[src/rtl/display_demux_if.sv]
// Display bus between a scanned seven-segment driver and its readback monitor.
interface display_demux_if;
    localparam int unsigned SEG_W   = 8;
    localparam int unsigned NUM_DIG = 4;
    localparam int unsigned VAL_W   = 16;

    logic [SEG_W-1:0]   seg_in;
    logic [NUM_DIG-1:0] an_in;
    logic [VAL_W-1:0]   frame_val;
    logic [NUM_DIG-1:0] frame_ok;
    logic [NUM_DIG-1:0] frame_blank;
    logic               frame_strobe;
    logic               an_err;
    logic               stall;

    // Driver side: drives the scanned bus, observes decoded frames.
    modport master (
        output seg_in, an_in,
        input  frame_val, frame_ok, frame_blank, frame_strobe, an_err, stall
    );

    // Monitor side: samples the scanned bus, publishes decoded frames.
    modport slave (
        input  seg_in, an_in,
        output frame_val, frame_ok, frame_blank, frame_strobe, an_err, stall
    );
endinterface

[src/rtl/display_demux.sv]
// Readback monitor for a 4-digit scanned active-low seven-segment bus:
// demultiplexes per digit, decodes glyphs to hex and publishes coherent frames.
module display_demux #(
    parameter int unsigned STABLE_CYCLES = 1,
    parameter int unsigned TIMEOUT       = 1024
) (
    input  logic           clk,
    input  logic           reset_n,
    display_demux_if.slave bus
);
    localparam int unsigned NUM_DIG = 4;
    localparam int unsigned SEG_W   = 8;
    localparam int unsigned GLY_W   = 7;
    localparam int unsigned NIB_W   = 4;
    localparam int unsigned VAL_W   = NUM_DIG * NIB_W;
    localparam int unsigned STAB_W  = 4;
    localparam int unsigned LOW_W   = 3;
    localparam int unsigned IDLE_W  = $clog2(TIMEOUT + 1);

    localparam logic [STAB_W-1:0]  STAB_MAX   = '1;
    localparam logic [STAB_W-1:0]  STAB_TGT   = STAB_W'(STABLE_CYCLES);
    localparam logic [IDLE_W-1:0]  IDLE_LIMIT = IDLE_W'(TIMEOUT);
    localparam logic [GLY_W-1:0]   GLY_BLANK  = 7'h7F;
    localparam logic [NUM_DIG-1:0] ALL_SEEN   = '1;

    typedef enum logic {COLLECT, PUBLISH} state_e;

    state_e             state_q, state_d;
    logic [SEG_W-1:0]   seg_q, seg_d;
    logic [NUM_DIG-1:0] an_q, an_d;
    logic [STAB_W-1:0]  stab_cnt_q, stab_cnt_d;
    logic [IDLE_W-1:0]  idle_cnt_q, idle_cnt_d;
    logic [GLY_W-1:0]   raw_q [NUM_DIG];
    logic [GLY_W-1:0]   raw_d [NUM_DIG];
    logic [NUM_DIG-1:0] seen_q, seen_d;
    logic [VAL_W-1:0]   frame_val_q, frame_val_d;
    logic [NUM_DIG-1:0] frame_ok_q, frame_ok_d;
    logic [NUM_DIG-1:0] frame_blank_q, frame_blank_d;
    logic               frame_strobe_q, frame_strobe_d;
    logic               an_err_q, an_err_d;
    logic               stall_q, stall_d;

    logic [LOW_W-1:0]   an_low_cnt;
    logic               capture;
    logic [NUM_DIG-1:0] cap_mask;
    logic               timeout;
    logic [VAL_W-1:0]   dec_val;
    logic [NUM_DIG-1:0] dec_ok;
    logic [NUM_DIG-1:0] dec_blank;
    logic               dp_unused;

    // Active-low {g..a} glyph to {legal, hex nibble}; anything else is illegal.
    function automatic logic [NIB_W:0] decode_glyph(input logic [GLY_W-1:0] pat);
        logic [NIB_W:0] res;
        case (pat)
            7'h40:   res = {1'b1, 4'h0};
            7'h79:   res = {1'b1, 4'h1};
            7'h24:   res = {1'b1, 4'h2};
            7'h30:   res = {1'b1, 4'h3};
            7'h19:   res = {1'b1, 4'h4};
            7'h12:   res = {1'b1, 4'h5};
            7'h02:   res = {1'b1, 4'h6};
            7'h78:   res = {1'b1, 4'h7};
            7'h00:   res = {1'b1, 4'h8};
            7'h10:   res = {1'b1, 4'h9};
            7'h08:   res = {1'b1, 4'hA};
            7'h03:   res = {1'b1, 4'hB};
            7'h46:   res = {1'b1, 4'hC};
            7'h21:   res = {1'b1, 4'hD};
            7'h06:   res = {1'b1, 4'hE};
            7'h0E:   res = {1'b1, 4'hF};
            default: res = '0;
        endcase
        return res;
    endfunction

    // Decimal point carries no digit information.
    assign dp_unused = seg_q[SEG_W-1];

    // Qualify a capture: one digit enabled and held for exactly STABLE_CYCLES.
    always_comb begin
        an_low_cnt = '0;
        for (int i = 0; i < NUM_DIG; i++) begin
            an_low_cnt = an_low_cnt + LOW_W'(!an_q[i]);
        end
        capture  = (an_low_cnt == LOW_W'(1)) && (stab_cnt_q == STAB_TGT);
        cap_mask = capture ? ~an_q : '0;
        for (int i = 0; i < NUM_DIG; i++) begin
            raw_d[i] = cap_mask[i] ? seg_q[GLY_W-1:0] : raw_q[i];
        end
    end

    // Decode the post-capture raw patterns so a completing capture is published at once.
    always_comb begin
        dec_val   = '0;
        dec_ok    = '0;
        dec_blank = '0;
        for (int i = 0; i < NUM_DIG; i++) begin
            {dec_ok[i], dec_val[i*NIB_W +: NIB_W]} = decode_glyph(raw_d[i]);
            dec_blank[i] = (raw_d[i] == GLY_BLANK);
        end
    end

    // Input stage, stability/idle counters, error flags and frame FSM next state.
    always_comb begin
        seg_d          = bus.seg_in;
        an_d           = bus.an_in;
        stab_cnt_d     = stab_cnt_q;
        idle_cnt_d     = idle_cnt_q;
        seen_d         = seen_q | cap_mask;
        state_d        = state_q;
        frame_val_d    = frame_val_q;
        frame_ok_d     = frame_ok_q;
        frame_blank_d  = frame_blank_q;
        frame_strobe_d = 1'b0;
        an_err_d       = an_err_q | (an_low_cnt >= LOW_W'(2));
        stall_d        = stall_q;

        if (an_d != an_q) begin
            stab_cnt_d = STAB_W'(1);
        end else if (stab_cnt_q != STAB_MAX) begin
            stab_cnt_d = stab_cnt_q + STAB_W'(1);
        end

        if (capture) begin
            idle_cnt_d = '0;
            stall_d    = 1'b0;
        end else if (idle_cnt_q != IDLE_LIMIT) begin
            idle_cnt_d = idle_cnt_q + IDLE_W'(1);
        end
        timeout = !capture && (idle_cnt_d == IDLE_LIMIT);

        case (state_q)
            COLLECT: begin
                if (seen_d == ALL_SEEN) begin
                    state_d        = PUBLISH;
                    frame_val_d    = dec_val;
                    frame_ok_d     = dec_ok;
                    frame_blank_d  = dec_blank;
                    frame_strobe_d = 1'b1;
                end
            end
            PUBLISH: begin
                // Start the next frame; a capture landing now already counts toward it.
                seen_d  = cap_mask;
                state_d = COLLECT;
            end
            default: state_d = COLLECT;
        endcase

        if (timeout) begin
            seen_d  = '0;
            stall_d = 1'b1;
        end
    end

    // State registers.
    always_ff @(posedge clk or negedge reset_n) begin
        if (!reset_n) begin
            state_q        <= COLLECT;
            seg_q          <= '1;
            an_q           <= '1;
            stab_cnt_q     <= '0;
            idle_cnt_q     <= '0;
            seen_q         <= '0;
            frame_val_q    <= '0;
            frame_ok_q     <= '0;
            frame_blank_q  <= '0;
            frame_strobe_q <= 1'b0;
            an_err_q       <= 1'b0;
            stall_q        <= 1'b0;
            for (int i = 0; i < NUM_DIG; i++) begin
                raw_q[i] <= GLY_BLANK;
            end
        end else begin
            state_q        <= state_d;
            seg_q          <= seg_d;
            an_q           <= an_d;
            stab_cnt_q     <= stab_cnt_d;
            idle_cnt_q     <= idle_cnt_d;
            seen_q         <= seen_d;
            frame_val_q    <= frame_val_d;
            frame_ok_q     <= frame_ok_d;
            frame_blank_q  <= frame_blank_d;
            frame_strobe_q <= frame_strobe_d;
            an_err_q       <= an_err_d;
            stall_q        <= stall_d;
            for (int i = 0; i < NUM_DIG; i++) begin
                raw_q[i] <= raw_d[i];
            end
        end
    end

    assign bus.frame_val    = frame_val_q;
    assign bus.frame_ok     = frame_ok_q;
    assign bus.frame_blank  = frame_blank_q;
    assign bus.frame_strobe = frame_strobe_q;
    assign bus.an_err       = an_err_q;
    assign bus.stall        = stall_q;
endmodule

[src/flat_wrapper.sv]
// flat-port wrapper written by rule: the top's interface ports become plain ports
module display_demux_flat 
#(
    parameter int unsigned STABLE_CYCLES = 1,
    parameter int unsigned TIMEOUT       = 1024
)
  (clk, reset_n, bus_seg_in, bus_an_in, bus_frame_val, bus_frame_ok, bus_frame_blank, bus_frame_strobe, bus_an_err, bus_stall);
  display_demux_if bus_i ();
  input  logic clk;
  input  logic reset_n;
  input wire logic [$bits(bus_i.seg_in)-1:0] bus_seg_in;
  input wire logic [$bits(bus_i.an_in)-1:0] bus_an_in;
  output wire logic [$bits(bus_i.frame_val)-1:0] bus_frame_val;
  output wire logic [$bits(bus_i.frame_ok)-1:0] bus_frame_ok;
  output wire logic [$bits(bus_i.frame_blank)-1:0] bus_frame_blank;
  output wire logic [$bits(bus_i.frame_strobe)-1:0] bus_frame_strobe;
  output wire logic [$bits(bus_i.an_err)-1:0] bus_an_err;
  output wire logic [$bits(bus_i.stall)-1:0] bus_stall;
  assign bus_i.seg_in = bus_seg_in;
  assign bus_i.an_in = bus_an_in;
  assign bus_frame_val = bus_i.frame_val;
  assign bus_frame_ok = bus_i.frame_ok;
  assign bus_frame_blank = bus_i.frame_blank;
  assign bus_frame_strobe = bus_i.frame_strobe;
  assign bus_an_err = bus_i.an_err;
  assign bus_stall = bus_i.stall;
  display_demux #(.STABLE_CYCLES(STABLE_CYCLES), .TIMEOUT(TIMEOUT)) u_core (.clk(clk), .reset_n(reset_n), .bus(bus_i));
endmodule
[config.mk]
export PLATFORM = sky130hd
export DESIGN_NAME = display_demux_flat
export DESIGN_NICKNAME = d
export VERILOG_FILES = /design/src/rtl/display_demux_if.sv /design/src/rtl/display_demux.sv /design/src/flat_wrapper.sv
export SDC_FILE = /design/constraint.sdc
export NUM_CORES = 1
export LEC_CHECK = 0
export ABC_AREA = 1
export CAP_MARGIN = 20
export CORE_MARGIN = 3
export CORE_UTILIZATION = 64
export CTS_CLUSTER_SIZE = 16
export DETAILED_ROUTE_END_ITERATION = 8
export MAX_ROUTING_LAYER = met4
export PLACE_DENSITY = 0.95
export SYNTH_ARGS = -nofsm -noshare
export SYNTH_HDL_FRONTEND = slang
export SYNTH_SLANG_ARGS = --single-unit
[constraint.sdc]
create_clock -name clk -period 8.9 [get_ports clk]
set_clock_uncertainty 0.15 [all_clocks]
set_input_delay 2.67 -clock clk [delete_from_list [all_inputs] [get_ports clk]]
set_output_delay 2.67 -clock clk [all_outputs]
set_load 0.005 [all_outputs]
Word level (Yosys, flattened, before mapping)
Cells that the tools add are included.

Logic and storage cells: 131. Output and inout port bits: 27. Bits in registers: 86.

Order comparisons: 1. Bitwise gates (word level): 4. Muxes and demuxes: 20. Reduce and logical (&&, ||, !) cells: 14. $add $sub $neg: 5. Eq/ne operators: 71.

Operator list (number): 5-bit one-hot mux with 16 select lines (4); 7-bit == test, second input constant (20); 7-bit by 5-bit == test with 1-bit output, second input constant (12); 7-bit by 6-bit == test with 1-bit output, second input constant (12); 7-bit by 2-bit == test with 1-bit output, second input constant (8); 7-bit by 4-bit == test with 1-bit output, second input constant (8); 7-bit by 3-bit == test with 1-bit output, second input constant (4); 7-bit zero test (4); 7-bit two-way mux (4); 11-bit two-way mux (2); 4-bit two-way mux (5); 11-bit by 1-bit adder with 11-bit output, second input constant (1); 11-bit == test, second input constant (1); 11-bit inequality test, second input constant (1); 3-bit by 1-bit adder with 3-bit output (2); 1-bit zero test (5); 4-bit by 1-bit adder with 4-bit output, second input constant (1); 4-bit by 1-bit == test with 1-bit output, second input constant (1); 4-bit == test, second input constant (1); 1-bit two-way mux (4); 4-bit inequality test (1); 4-bit inequality test, second input constant (1); 4-bit inverter (1); 4-bit OR (1); other kinds (9) (11).

Logic depth before layout (Yosys ltp)
Depth in word-level cells: 11. Gate-level depth with buffers: 22. Gate-level depth less buffers: 19.

Least setup slack after synthesis
Ideal clock, no wire load.

Kind: input -> register. From: input port bus_an_in[0]. To: register u_core.stab_cnt_q[0]. Slack: 5523 ps. Stages: 3. Data required time: 8623 ps. Arrival: 3100 ps. Library setup time: 127 ps. Path through: xnor2_1 nand4_1 nand3b_1.

Longest elaborated chain between the ends: 2. Elaborated cells on any way between the ends: 3.

RTL lines: from (decl) (RTL line flat_wrapper.sv:12) `input wire logic [$bits(bus_i.an_in)-1:0] bus_an_in;`; 4-bit inequality test * (RTL line display_demux.sv:119) `if (an_d != an_q) begin`; 4-bit two-way mux or 2-bit nonzero test (tied branches); to (signal assigned) (RTL line display_demux.sv:179) `stab_cnt_q <= stab_cnt_d;`; to (decl) (RTL line display_demux.sv:31) `logic [STAB_W-1:0] stab_cnt_q, stab_cnt_d;`.

Mark *: on every way between the ends. The rest lies on a longest branch, timed or not. A chain may end at the register's enable or synchronous reset.

Worst setup path in the final report
From: register u_core.an_q[0]. To: register u_core.frame_ok_q[0] (netlist: u_core.bus.frame_ok[0]).

Longest elaborated chain between the ends: 10. Elaborated cells on any way between the ends: 29.

RTL lines: from (decl) (RTL line display_demux.sv:30) `logic [NUM_DIG-1:0] an_q, an_d;`; from (signal assigned) (RTL line display_demux.sv:178) `an_q <= an_d;`; 1-bit zero test (RTL line display_demux.sv:84) `an_low_cnt = an_low_cnt + LOW_W'(!an_q[i]);`; 1-bit by 1-bit adder with 2-bit output (RTL line display_demux.sv:84); 3-bit by 1-bit adder with 3-bit output (2 in a row) (RTL line display_demux.sv:84); 3-bit by 1-bit == test with 1-bit output (RTL line display_demux.sv:86) `capture = (an_low_cnt == LOW_W'(1)) && (stab_cnt_q == STAB_TGT);`; 1-bit logical AND (RTL line display_demux.sv:86); 4-bit two-way mux * (RTL line display_demux.sv:87) `cap_mask = capture ? ~an_q : '0;`; 7-bit two-way mux or 4-bit OR (tied branches) (RTL line display_demux.sv:89, display_demux.sv:110); 7-bit by 4-bit == test with 1-bit output, or another cell as far along (RTL line display_demux.sv:55) `case (pat)`; 5-bit one-hot mux with 16 select lines or 2-bit AND reduction (tied branches); to (signal assigned) (RTL line display_demux.sv:183) `frame_ok_q <= frame_ok_d;`; to (decl) (RTL line display_demux.sv:37) `logic [NUM_DIG-1:0] frame_ok_q, frame_ok_d;`.

Marked as above.

==> flow_summary_export.csv <==
group,metric,value,unit
finish,multiInputGateArea,2870,um^2
critical_path,critPathArrivalTime,4830,ps
cts,path_clk_slew,80,ps
power,totalPowerFinal,1.74,mW
cts,cts_setup_buffers,0,
critical_path,cp_slowest_stage_delay,540,ps
grt,grt_pass1_wl,22.4,mm
critical_path,cp.buffers_inverters,7,
placed_design,dp_hpwl,8.97,mm
worst_hold_path,hp-class,"reg -> reg",
route,via_per_inst,5.65,
finish,post-route-util,73.7,%
sta,period_needed,4740,ps
cts,post_cts_resize_count,0,
critical_path,r2r-start,"u_core.an_q[0]",
worst_hold_path,hold_start,"u_core.bus.frame_val[10]",
die,io_pins,41,
synth,synth_edf_count,0,
critical_path,r2r_cells,18,
synth,synth_area_leaders,"nand2_1 21%, dfrtp_1 21%, dfstp_2 18%, nand4_1 6.3%, nor2_1 5.7%",
synth,netlist_area,5560,um^2
critical_path,setup.worst_path.start_class,"register",
finish,design_area,6150,um^2
critical_path,critPathRequiredTime,9000,ps
sta,finalMaxSlewViolations,0,
worst_hold_path,hold_depth,2,
synth,syn_inst,783,
route,drt_first_pass_iters,6,
finish,seqCellArea,2180,um^2
power,power.density,283,nW/um^2
cts,clock-sinks,85,
sta,tns,0,ps
sta,slew_headroom,60.3,%
sta,grt_setup_unrepaired,"false",
die,fp.dieW,99.2,um
grt,grt_usage,28.4,%
cts,cts_max_level,3,
synth,synth.top_cell.area_share,20.8,%
power,power_leakage,3.20,nW
synth,yosysTopAreaCell,"nand2_1",
grt,top_usage_layer,"met2",
finish,syn2layout_area_growth,10.6,%
sta,hold_violations,0,
sta,worstMarginPinSlew,596,ps
synth,ys_warn_count,0,
cts,cts_tree,"yes",
die,die-area,9840,um^2
grt,grt_overflow,0,
die,die_h,99.2,um
sta,setup_slack,4160,ps
synth,synthArstFlopShare,100,%
route,ant_nets,0,
finish,diodes,0,
die,num_rows,33,
route,drt_iter0_drc,490,
critical_path,crit_top_cell,"inv_1",
placed_design,dpl_cell_area,5880,um^2
sta,post-route-period-util,53.2,%
cts,numCtsBuffers,9,
finish,final_nets,833,
run,drv_cap,0,
cts,clk_latency,360,ps
synth,synth_fp_nets,805,
cts,max-clock-path-buffers,2,
critical_path,cp_num_cells,18,
critical_path,cp-startpoint,"u_core.an_q[0]",
grt,use_met1,36.7,%
grt,met3_usage,3.79,%
placed_design,gp_congestion,0.976,
grt,grt_max_degree,86,
synth,ys_top_cells_by_count,"308 x nand2_1, 84 x nor2_1, 74 x inv_1, 56 x nand4_1, 46 x dfrtp_1",
synth,synth_top_flop_cell,"dfrtp_1",
critical_path,crit_chain,"inv_1 > ha_1 > fa_1 > inv_1 > ha_1 > inv_2 > nand2_2 > nor2_4 > buf_4 > nand3_2 > inv_1 > o22ai_1 > inv_1 > o21ai_0 > nor2_4 > inv_2 > nand2_1 > nand3_1",
critical_path,endpoint_kind,"register",
power,peakVddDrop,0.148,mV
cts,hold_buffers,0,
grt,first_global_vias,4987,
critical_path,crit_type,"reg -> reg",
route,postRouteWirelength,12.9,mm
route,vias,5203,
finish,nFillCells,629,
critical_path,path_max_fanout,57,
cts,cts-root-buf,"clkbuf_8",
synth,yosysMostFrequentCell,"nand2_1",
outcome,outcome,"finished clean",
placed_design,portBuffers,39,
critical_path,cp_slowest_cell,"dfstp_2",
synth,ys_types,42,
synth,synth.avg_cell_area,7.10,um^2
route,wl_per_cell,14.0,um
sta,finalSetupViolCount,0,
die,core-area,8340,um^2
grt,grt_use_met2,45.4,%
placed_design,pre_cts_ws,4200,ps
synth,synth_seq_cells,85,
sta,max_freq,0.211,GHz
die,start_util,66.7,%
route,drc,0,
grt,grt_antenna_before_repair,0,
synth,ys_seq_area_share,39.1,%
critical_path,path_delay_family,"buffers and inverters",
finish,drive_gt1_share,16.3,%
worst paths after layout:
kind / to / slack [ps]
worst max-delay path: u_core.bus.frame_ok[0] / 4160
worst min-delay path: u_core.bus.frame_val[10] / 330
worst max register to register: u_core.bus.frame_ok[0] / 4160
worst min register to register: u_core.bus.frame_val[10] / 330
max in group asynchronous: u_core.raw_q[15] / 5970
min in group asynchronous: u_core.idle_cnt_q[6] / 1980
cell usage in the layout, fill, tap and decap left out, types with 7 or more instances in the layout:
master	count
inv_1	74
nand2_2	35
nand2_1	308
clkdlybuf4s50_1	38
dfrtp_1	46
ha_1	7
clkbuf_8	10
nand3_1	16
nor2_4	9
nor2_2	14
nand4_1	56
dfstp_2	39
nor3_1	17
a21oi_1	9
nor2_1	84
where the power goes:
part           switching, mW  internal (mW)
combinational          0.506          0.274
clock                  0.144          0.194
sequential            0.0752          0.549
total                  0.726           1.02
sequential cells by signal, indices dropped and copies added, names as in the netlist:
signal,cells
u_core.an_q,4
u_core.bus.frame_blank,4
u_core.raw_q,28
u_core.bus.frame_strobe,1
u_core.bus.frame_val,16
u_core.stab_cnt_q,4
u_core.bus.frame_ok,4
u_core.bus.stall,1
u_core.seg_q,7
u_core.bus.an_err,1
u_core.seen_q,4
u_core.idle_cnt_q,11
worst min-delay path: stages, from the launching register on:
cell and delay, ps:
dfrtp_1 350, nand2_1 50, nand2_1 50
cell type report:
class | instances | share of cell area, %
multi-input cells | 595 | 46.7
repair buffers | 42 | 7.00
clock inverters | 6 | 1.79
well taps | 105 | 2.14
clock buffers | 10 | 2.24
inverters | 78 | 4.76
flip-flops and latches | 85 | 35.4
kinds of logic (layout without fill, tap and decap cells):
logic type,Yosys count,count (layout),share of synthesized area [%]
xor+xnor,6,6,0.945
buf+inv,103,136,9.22
flops,85,85,39.1
fa+ha+maj,8,8,1.93
compound gates,19,19,2.09
simple gates,562,562,46.7
stage by stage:
stage / hold slack (ps) / std cells
6_report: 331 / 921
5_1_grt: 352 / 921
4_1_cts: 337 / 920
3_5_place_dp: 314 / 904
3_3_place_gp: 311 / 904
2_1_floorplan: 308 / 783
per-layer routing:
layer,share of wire (%),vias to the layer above
li1,-,2533
met1,42,2382
met2,49,236
met3,6.6,52
met4,3.0,0
met5,0,-
(Power assumes the default switching activity.)
